File: config.mk
export PLATFORM = sky130hd
export DESIGN_NAME = mem_arbiter
export DESIGN_NICKNAME = d
export VERILOG_FILES = /design/src/rtl/mem_arbiter_pkg.sv /design/src/rtl/mem_arbiter.sv
export SDC_FILE = /design/constraint.sdc
export NUM_CORES = 1
export LEC_CHECK = 0
export CAP_MARGIN = 30
export CORE_UTILIZATION = 40
export CTS_BUF_LIST = sky130_fd_sc_hd__clkbuf_16
export DETAILED_ROUTE_END_ITERATION = 6
export PLACE_DENSITY = 0.8
export SLEW_MARGIN = 10
export SYNTH_ARGS = -nofsm -noshare
export SYNTH_HDL_FRONTEND = slang
export SYNTH_SLANG_ARGS = --single-unit
File: constraint.sdc
create_clock -name clk -period 3.2 [get_ports clk]
set_clock_uncertainty 0.15 [all_clocks]
set_input_delay 0.32 -clock clk [delete_from_list [all_inputs] [get_ports clk]]
set_output_delay 0.32 -clock clk [all_outputs]
set_load 0.02 [all_outputs]
File: src/rtl/mem_arbiter_pkg.sv
// Shared types and default sizing for the instruction/data memory arbiter.
package mem_arbiter_pkg;

  localparam int unsigned DEF_ADDR_W  = 32;
  localparam int unsigned DEF_DATA_W  = 32;
  localparam int unsigned DEF_TIMEOUT = 255;

  typedef enum logic [1:0] {
    IDLE = 2'd0,
    INST = 2'd1,
    DATA = 2'd2,
    RESP = 2'd3
  } state_e;

endpackage

File: src/rtl/mem_arbiter.sv
// Arbitrates a fetch port and a load/store port onto one memory port.
// Data requests have strict priority; a wait counter bounds each memory access.
module mem_arbiter
  import mem_arbiter_pkg::*;
#(
  parameter int unsigned ADDR_W  = DEF_ADDR_W,
  parameter int unsigned DATA_W  = DEF_DATA_W,
  parameter int unsigned TIMEOUT = DEF_TIMEOUT
) (
  input  logic                clk,
  input  logic                rst,

  input  logic                inst_req,
  input  logic [ADDR_W-1:0]   inst_addr,
  output logic [DATA_W-1:0]   inst_rdata,
  output logic                inst_valid,

  input  logic                data_req,
  input  logic                data_wr,
  input  logic [ADDR_W-1:0]   data_addr,
  input  logic [DATA_W-1:0]   data_wdata,
  input  logic [DATA_W/8-1:0] data_wstrb,
  output logic [DATA_W-1:0]   data_rdata,
  output logic                data_valid,

  output logic                mem_req,
  output logic                mem_wr,
  output logic [ADDR_W-1:0]   mem_addr,
  output logic [DATA_W-1:0]   mem_wdata,
  output logic [DATA_W/8-1:0] mem_wstrb,
  input  logic [DATA_W-1:0]   mem_rdata,
  input  logic                mem_ack,

  output logic                stallF,
  output logic                stallM,
  output logic                err
);

  localparam int unsigned STRB_W = DATA_W / 8;
  localparam int unsigned CNT_W  = $clog2(TIMEOUT + 1);
  // Last wait cycle: the counter would reach TIMEOUT on this cycle's increment.
  localparam logic [CNT_W-1:0] CNT_LAST = CNT_W'(TIMEOUT - 1);

  state_e              state_q,      state_d;
  logic [CNT_W-1:0]    cnt_q,        cnt_d;
  logic                mem_req_q,    mem_req_d;
  logic                mem_wr_q,     mem_wr_d;
  logic [ADDR_W-1:0]   mem_addr_q,   mem_addr_d;
  logic [DATA_W-1:0]   mem_wdata_q,  mem_wdata_d;
  logic [STRB_W-1:0]   mem_wstrb_q,  mem_wstrb_d;
  logic [DATA_W-1:0]   inst_rdata_q, inst_rdata_d;
  logic [DATA_W-1:0]   data_rdata_q, data_rdata_d;
  logic                inst_valid_q, inst_valid_d;
  logic                data_valid_q, data_valid_d;
  logic                err_q,        err_d;

  always_comb begin
    state_d      = state_q;
    cnt_d        = cnt_q;
    mem_wr_d     = mem_wr_q;
    mem_addr_d   = mem_addr_q;
    mem_wdata_d  = mem_wdata_q;
    mem_wstrb_d  = mem_wstrb_q;
    inst_rdata_d = inst_rdata_q;
    data_rdata_d = data_rdata_q;
    inst_valid_d = 1'b0;
    data_valid_d = 1'b0;
    err_d        = 1'b0;

    unique case (state_q)
      IDLE: begin
        if (data_req) begin
          state_d     = DATA;
          cnt_d       = '0;
          mem_wr_d    = data_wr;
          mem_addr_d  = data_addr;
          mem_wdata_d = data_wdata;
          mem_wstrb_d = data_wstrb;
        end else if (inst_req) begin
          state_d     = INST;
          cnt_d       = '0;
          mem_wr_d    = 1'b0;
          mem_addr_d  = inst_addr;
          mem_wdata_d = '0;
          mem_wstrb_d = '0;
        end
      end

      INST, DATA: begin
        // An ack on the final wait cycle wins over the timeout.
        if (mem_ack || (cnt_q == CNT_LAST)) begin
          state_d = RESP;
          err_d   = ~mem_ack;
          if (state_q == DATA) begin
            data_valid_d = 1'b1;
            data_rdata_d = (mem_ack && !mem_wr_q) ? mem_rdata : '0;
          end else begin
            inst_valid_d = 1'b1;
            inst_rdata_d = mem_ack ? mem_rdata : '0;
          end
        end else begin
          cnt_d = cnt_q + CNT_W'(1);
        end
      end

      RESP: state_d = IDLE;

      default: state_d = IDLE;
    endcase

    mem_req_d = (state_d == INST) || (state_d == DATA);
  end

  always_ff @(posedge clk) begin
    if (!rst) begin
      state_q      <= IDLE;
      cnt_q        <= '0;
      mem_req_q    <= 1'b0;
      mem_wr_q     <= 1'b0;
      mem_addr_q   <= '0;
      mem_wdata_q  <= '0;
      mem_wstrb_q  <= '0;
      inst_rdata_q <= '0;
      data_rdata_q <= '0;
      inst_valid_q <= 1'b0;
      data_valid_q <= 1'b0;
      err_q        <= 1'b0;
    end else begin
      state_q      <= state_d;
      cnt_q        <= cnt_d;
      mem_req_q    <= mem_req_d;
      mem_wr_q     <= mem_wr_d;
      mem_addr_q   <= mem_addr_d;
      mem_wdata_q  <= mem_wdata_d;
      mem_wstrb_q  <= mem_wstrb_d;
      inst_rdata_q <= inst_rdata_d;
      data_rdata_q <= data_rdata_d;
      inst_valid_q <= inst_valid_d;
      data_valid_q <= data_valid_d;
      err_q        <= err_d;
    end
  end

  assign mem_req    = mem_req_q;
  assign mem_wr     = mem_wr_q;
  assign mem_addr   = mem_addr_q;
  assign mem_wdata  = mem_wdata_q;
  assign mem_wstrb  = mem_wstrb_q;
  assign inst_rdata = inst_rdata_q;
  assign data_rdata = data_rdata_q;
  assign inst_valid = inst_valid_q;
  assign data_valid = data_valid_q;
  assign err        = err_q;

  assign stallF = inst_req & ~inst_valid_q;
  assign stallM = data_req & ~data_valid_q;

endmodule

# Yosys cells after proc, flatten, opt, wreduce, memory -nomap -nowiden
# Index checks and enable logic that the tools add are counted.
dict set report word_totals {
  regBits 147
  latch_bits 0
  ram_bits 0
  romBits 0
  input_bits 138
  output_inout_bits 139
  wordCells 60
  mem_count 0
}
dict set report op_classes {
  n_addsub 1
  mul 0
  div_mod_pow 0
  magnitude_cmp 0
  eq_ne 8
  n_shift 0
  muxes 20
  n_bitwise 6
  n_reduce_logical 13
}
# operator count
set op_table {}
lappend op_table {{$mux W32} 6}
lappend op_table {{$mux W8} 3}
lappend op_table {{$pmux W8 S2} 1}
lappend op_table {{$reduce_and A3 Y1} 4}
lappend op_table {{$add A8 B1 Y8 const B} 1}
lappend op_table {{$eq A8 B8 Y1 const B} 1}
lappend op_table {{$mux W4} 2}
lappend op_table {{$eq A2 B2 Y1 const B} 3}
lappend op_table {{$mux W2} 3}
lappend op_table {{$pmux W2 S3} 1}
lappend op_table {{$eq A2 B1 Y1 const B} 2}
lappend op_table {{$mux W1} 4}
lappend op_table {{$not A1 Y1} 4}
lappend op_table {{$reduce_bool A2 Y1} 2}
lappend op_table {{$ne A3 B3 Y1 const B} 1}
lappend op_table {{$and A1 B1 Y1} 2}
lappend op_table {{$logic_not A2 Y1} 1}
lappend op_table {{$logic_or A1 B1 Y1} 2}
lappend op_table {{$ne A2 B2 Y1 const B} 1}
lappend op_table {{$reduce_and A2 Y1} 1}
lappend op_table {{$reduce_or A2 Y1} 1}
lappend op_table {{$logic_and A1 B1 Y1} 1}
lappend op_table {{$logic_not A1 Y1} 1}

# Depth between registers and ports, before layout
dict set report depth {
  word_depth 6
  ltp_mapped 9
  ltp_nobuf 7
}

# Least setup slack after synthesis
# No wires, ideal clock.
dict set report synth_timing {
  path_kind {register to register}
  start {register state_q[1]}
  end {register cnt_q[2]}
  setup_ns 0.067
  arrival_time_ns 1.677
  required_ns 2.983
  setup_slack_ns 1.306
  path_stages_with_launch 8
  path_buffers 0
  synth_period_minus_slack_ns 1.894
  cell_sequence {dfxtp_1 -> inv_1 -> ha_1 -> nor2_1 -> and2b_4 -> nand3_2 -> or3b_1 -> a21oi_2}
}
dict set report synth_via {
  elab_chain_len 4
  word_cells_on_any_way 9
  classes_between {eq/ne (4); mux (1); reduce/logical (4)}
}
# element line_no
set synth_lines {}
lappend synth_lines {{start: declaration} mem_arbiter.sv:44} ;# state_e state_q, state_d;
lappend synth_lines {{start signal: assignment} mem_arbiter.sv:129} ;# state_q <= state_d;
lappend synth_lines {{$eq A2 B2 Y1 / $eq A2 B1 Y1 (equally long branches)} mem_arbiter.sv:70} ;# unique case (state_q)
lappend synth_lines {{$reduce_or A2 Y1} mem_arbiter.sv:70}
lappend synth_lines {{$ne A2 B2 Y1 (no line) / $reduce_bool A2 Y1 (equally long branches)} n/a}
lappend synth_lines {{$reduce_and A3 Y1 (no line)} n/a}
lappend synth_lines {{end signal: assignment} mem_arbiter.sv:130} ;# cnt_q <= cnt_d;
lappend synth_lines {{end: declaration} mem_arbiter.sv:45} ;# logic [CNT_W-1:0] cnt_q, cnt_d;
# Several ways; a longest one is shown, not always the timed one.
# A chain may end at the register's enable or synchronous reset.

# Final worst setup path
dict set report layout_timing {
  start {register state_q[1]}
  end {register inst_rdata_q[30] (netlist: inst_rdata[30])}
}
dict set report layout_via {
  elab_chain_len 3
  word_cells_on_any_way 5
  classes_between {eq/ne (2); bitwise (1); reduce/logical (2)}
}
# element line_no
set layout_lines {}
lappend layout_lines {{$eq A2 B2 Y1 / $eq A2 B1 Y1 (equally long branches)} {mem_arbiter.sv:70, mem_arbiter.sv:94}}
lappend layout_lines {{$reduce_or A2 Y1 / $not A1 Y1 (equally long branches)} n/a}
lappend layout_lines {{$reduce_and A3 Y1 (no line) (*)} n/a}
lappend layout_lines {{end signal: assignment} mem_arbiter.sv:136} ;# inst_rdata_q <= inst_rdata_d;
lappend layout_lines {{end: declaration} mem_arbiter.sv:51} ;# logic [DATA_W-1:0] inst_rdata_q, inst_rdata_d;
# Every way passes the cells marked *; elsewhere a longest branch is shown, timed or not.

==> impl_metrics.csv <==
group,metric,value,unit
pwr,combPwrFrac,27.5,%
floorplanning,die-width,120,um
pwr,reported_leakage_power,3.39,nW
clocking,post_cts_resize_count,0,
cells_and_area,final_layout_size_suffix_gt1_share,6.60,%
placement,dpl_worst_slack,0.826,ns
hold_path,hold_removal_path_class,"reg -> reg",
floorplanning,core_region_area,13500,sq um
synth,ys_dominant_reg_cell,"dfxtp_1",
floorplanning,core.rowCount,42,
pwr,vdd.ir_drop.worst,0.387,mV
placement,detailed_place.area,8410,sq um
clocking,max-clock-path-buffers,2,
clocking,clk_pin_slew_worst_paths,0.06,ns
synth,post_synth_instance_area,5590,sq um
pwr,power.net_switching,1.71,mW
run_status,outcome,"completed",
floorplanning,top_level_ports,277,
sta,max_slew.worst_pin.slew,0.615,ns
grt,grt_usage,24.7,%
sta,final_number_of_max_transition_violations,0,
pwr,share_seq_of_total_power,37.7,%
sta,setup_total_negative_slack,0,ns
synth,post_synth_num_cell_types,46,
worst_setup_path,slowest_stage,"ha_1",
worst_setup_path,cp-start-kind,"flop",
sta,top_achievable_clock_speed,415,MHz
synth,number_of_synthesized_flops_with_an_enable_pin,0,
worst_setup_path,crit_family,"simple AND/OR/NAND/NOR gates",
drt,via_count,5413,
drt,viasPerCell,5.28,
drt,drc,0,
synth,async_flop_share,0,%
placement,globalplace.congestion,0.867,
flow_run,timing.max_cap.violations,0,
drt,postRouteAntennaNets,0,
clocking,clk-insertion-delay-late,0.42,ns
cells_and_area,stdcell_area,9000,sq um
synth,syn-instance-count,579,
synth,ff_latch_count_synth,147,
worst_setup_path,path_max_fanout,22,
synth,ys.warnings.count,0,
drt,dr.first_iter.drc_count,313,
worst_setup_path,crit_required,3.41,ns
drt,final_routed_wirelength,17.9,mm
grt,grt_pass1_wl,27.4,mm
worst_setup_path,crit_path_max_incr_delay,0.49,ns
grt,antenna_found_initial,0,
sta,slew_headroom,59.0,%
sta,layout_min_cycle_time,2.41,ns
synth,syn_nets,721,
clocking,ctsRootBufferMaster,"clkbuf_16",
worst_setup_path,worstPathArrival,2.62,ns
pwr,swShare,30.0,%
placement,dp_hpwl,13.0,mm
clocking,cts-htree-levels,4,
clocking,clkSinkCount,147,
sta,hold_violations,0,
grt,grt_overflow_total,0,
worst_setup_path,critical_path.n_buffers_inverters,2,
floorplanning,initial_utilization,41.5,%
cells_and_area,syn2layout_area_growth,61.1,%
clocking,numCtsBuffers,17,
synth,seq_area_frac_synth,52.7,%
floorplanning,dieHeight,120,um
sta,rsz0062_at_grt,"false",
cells_and_area,n_antenna_cell,0,
worst_setup_path,crit_type,"reg -> reg",
worst_setup_path,cp_cell_sequence,"inv_1 -> ha_1 -> nand2b_1 -> nor2_1 -> nor2_2 -> buf_4 -> a22o_1",
pwr,clockPowerShare,34.8,%
grt,grt_start_max_net_pins,65,
worst_setup_path,critical_path.endpoint_type,"flop",
cells_and_area,finish.net_count,979,
sta,final.period_utilization,75.2,%
drt,routed_wire_length_per_instance,17.5,um
sta,setup_viol_count_final,0,
placement,buffer_ports.inserted,276,
drt,drt_pre_antenna_iters,4,
grt,first_global_vias,5313,
pwr,intPower,3.99,mW
synth,synth.avg_cell_area,9.65,sq um
clocking,post_cts_setup_buffers,0,
sta,layout_setup_ws,0.792,ns
clocking,tritoncts_clock_tree,"yes",
floorplanning,design.die.area,14400,sq um
clocking,cts_hold_buffers,0,
sta,worst_hold_slack,0.308,ns
pwr,power_density,633,nW/um^2
[cell usage in the layout (no fill, tap or decap), types with 4 or more instances in the layout]
cell type / count
clkdlybuf4s50_1: 275
a21oi_1: 6
a211oi_1: 34
a22oi_1: 37
nor2_1: 76
dfxtp_1: 147
nand2_1: 38
nor2b_1: 5
a22o_1: 32
mux2i_1: 32
ha_1: 4
clkbuf_16: 17
nand3_1: 35
nand2b_1: 4
o21ai_0: 34
buf_4: 10
inv_1: 4
[power groups by stage]
stage                     Sequential, mW  Combinational (mW)  Clock (mW)
after global routing                2.17                1.67        2.10
after floorplan                     2.41               0.616           0
after detailed placement            2.18                1.56           0
after CTS                           2.15                1.57        2.01
final                               2.15                1.57        1.98
after global placement              2.17                1.53           0
[registers in the layout, summed over array words and instances, names as in the netlist]
register	cells
data_valid	1
mem_wdata	32
state_q	2
mem_req	1
mem_wstrb	4
inst_valid	1
mem_wr	1
cnt_q	8
data_rdata	32
mem_addr	32
inst_rdata	32
err	1
[synth_stat cells, types with 4 or more instances]
library cell	count	area [sq um]
clkbuf_1	18	67.6
dfxtp_1	147	2940
buf_6	7	78.8
o21ai_0	34	170
a21oi_1	6	30.0
buf_1	8	30.0
nand2b_1	4	25.0
nor2_1	79	297
buf_2	14	70.1
mux2i_1	32	320
a22oi_1	37	278
nor2b_1	5	31.3
a22o_1	32	280
nand3_1	35	175
ha_1	4	50.1
nand2_1	38	143
a211oi_1	34	255
[final cells by class]
class,count,area [sq um]
fill,1104,4460
inverter,4,15.0
clock inverter,14,163
sequential,147,2940
timing repair buffer,287,2850
multi-input combinational,380,2380
tap,176,220
clock buffer,17,425
[layer usage]
metal  global-route usage [%]  vias up  part of all wire (%)
met5                        0        -                     0
met4                     11.5        0                   3.2
met3                     7.98       38                   9.2
met2                     42.8      260                    49
met1                     27.2     2512                    38
li1                         -     2603                     -
[stage by stage]
step           utilization, %  std cells  power (mW)
6_report                 66.9       1025        5.69
4_1_cts                  66.9       1025        5.73
2_1_floorplan               -        579        3.03
3_3_place_gp             62.5        994        3.70
5_1_grt                  66.9       1025        5.94
3_5_place_dp             62.5        994        3.74
[worst reg2reg max path, stage by stage (launching register included)]
cell and delay [ns]:
dfxtp_1 0.38, inv_1 0.08, ha_1 0.49, nand2b_1 0.25, nor2_1 0.08, nor2_2 0.40, buf_4 0.35, a22o_1 0.18
[kinds of logic after synthesis]
family	count (synthesis)	synth area share [%]
and+or+nand+nor	180	14.6
AOI/OAI and AO/OA	162	20.9
DFF	147	52.7
muxes	33	5.94
buffers and inverters	52	4.91
xor gates and xnor gates	1	0.157
adders and majority gates	4	0.896
[worst paths after layout]
| kind | startpoint | endpoint | slack [ns] | cells past startpoint |
|---|---|---|---|---|
| hold reg to reg | data_rdata[1] | data_rdata[1] | 0.31 | 2 |
| setup reg to reg | state_q[1] | inst_rdata[30] | 0.79 | 7 |
| hold / removal | data_rdata[1] | data_rdata[1] | 0.31 | 2 |
| setup / recovery | state_q[1] | inst_rdata[30] | 0.79 | 7 |
No activity file was read; power rests on OpenSTA's default activity.
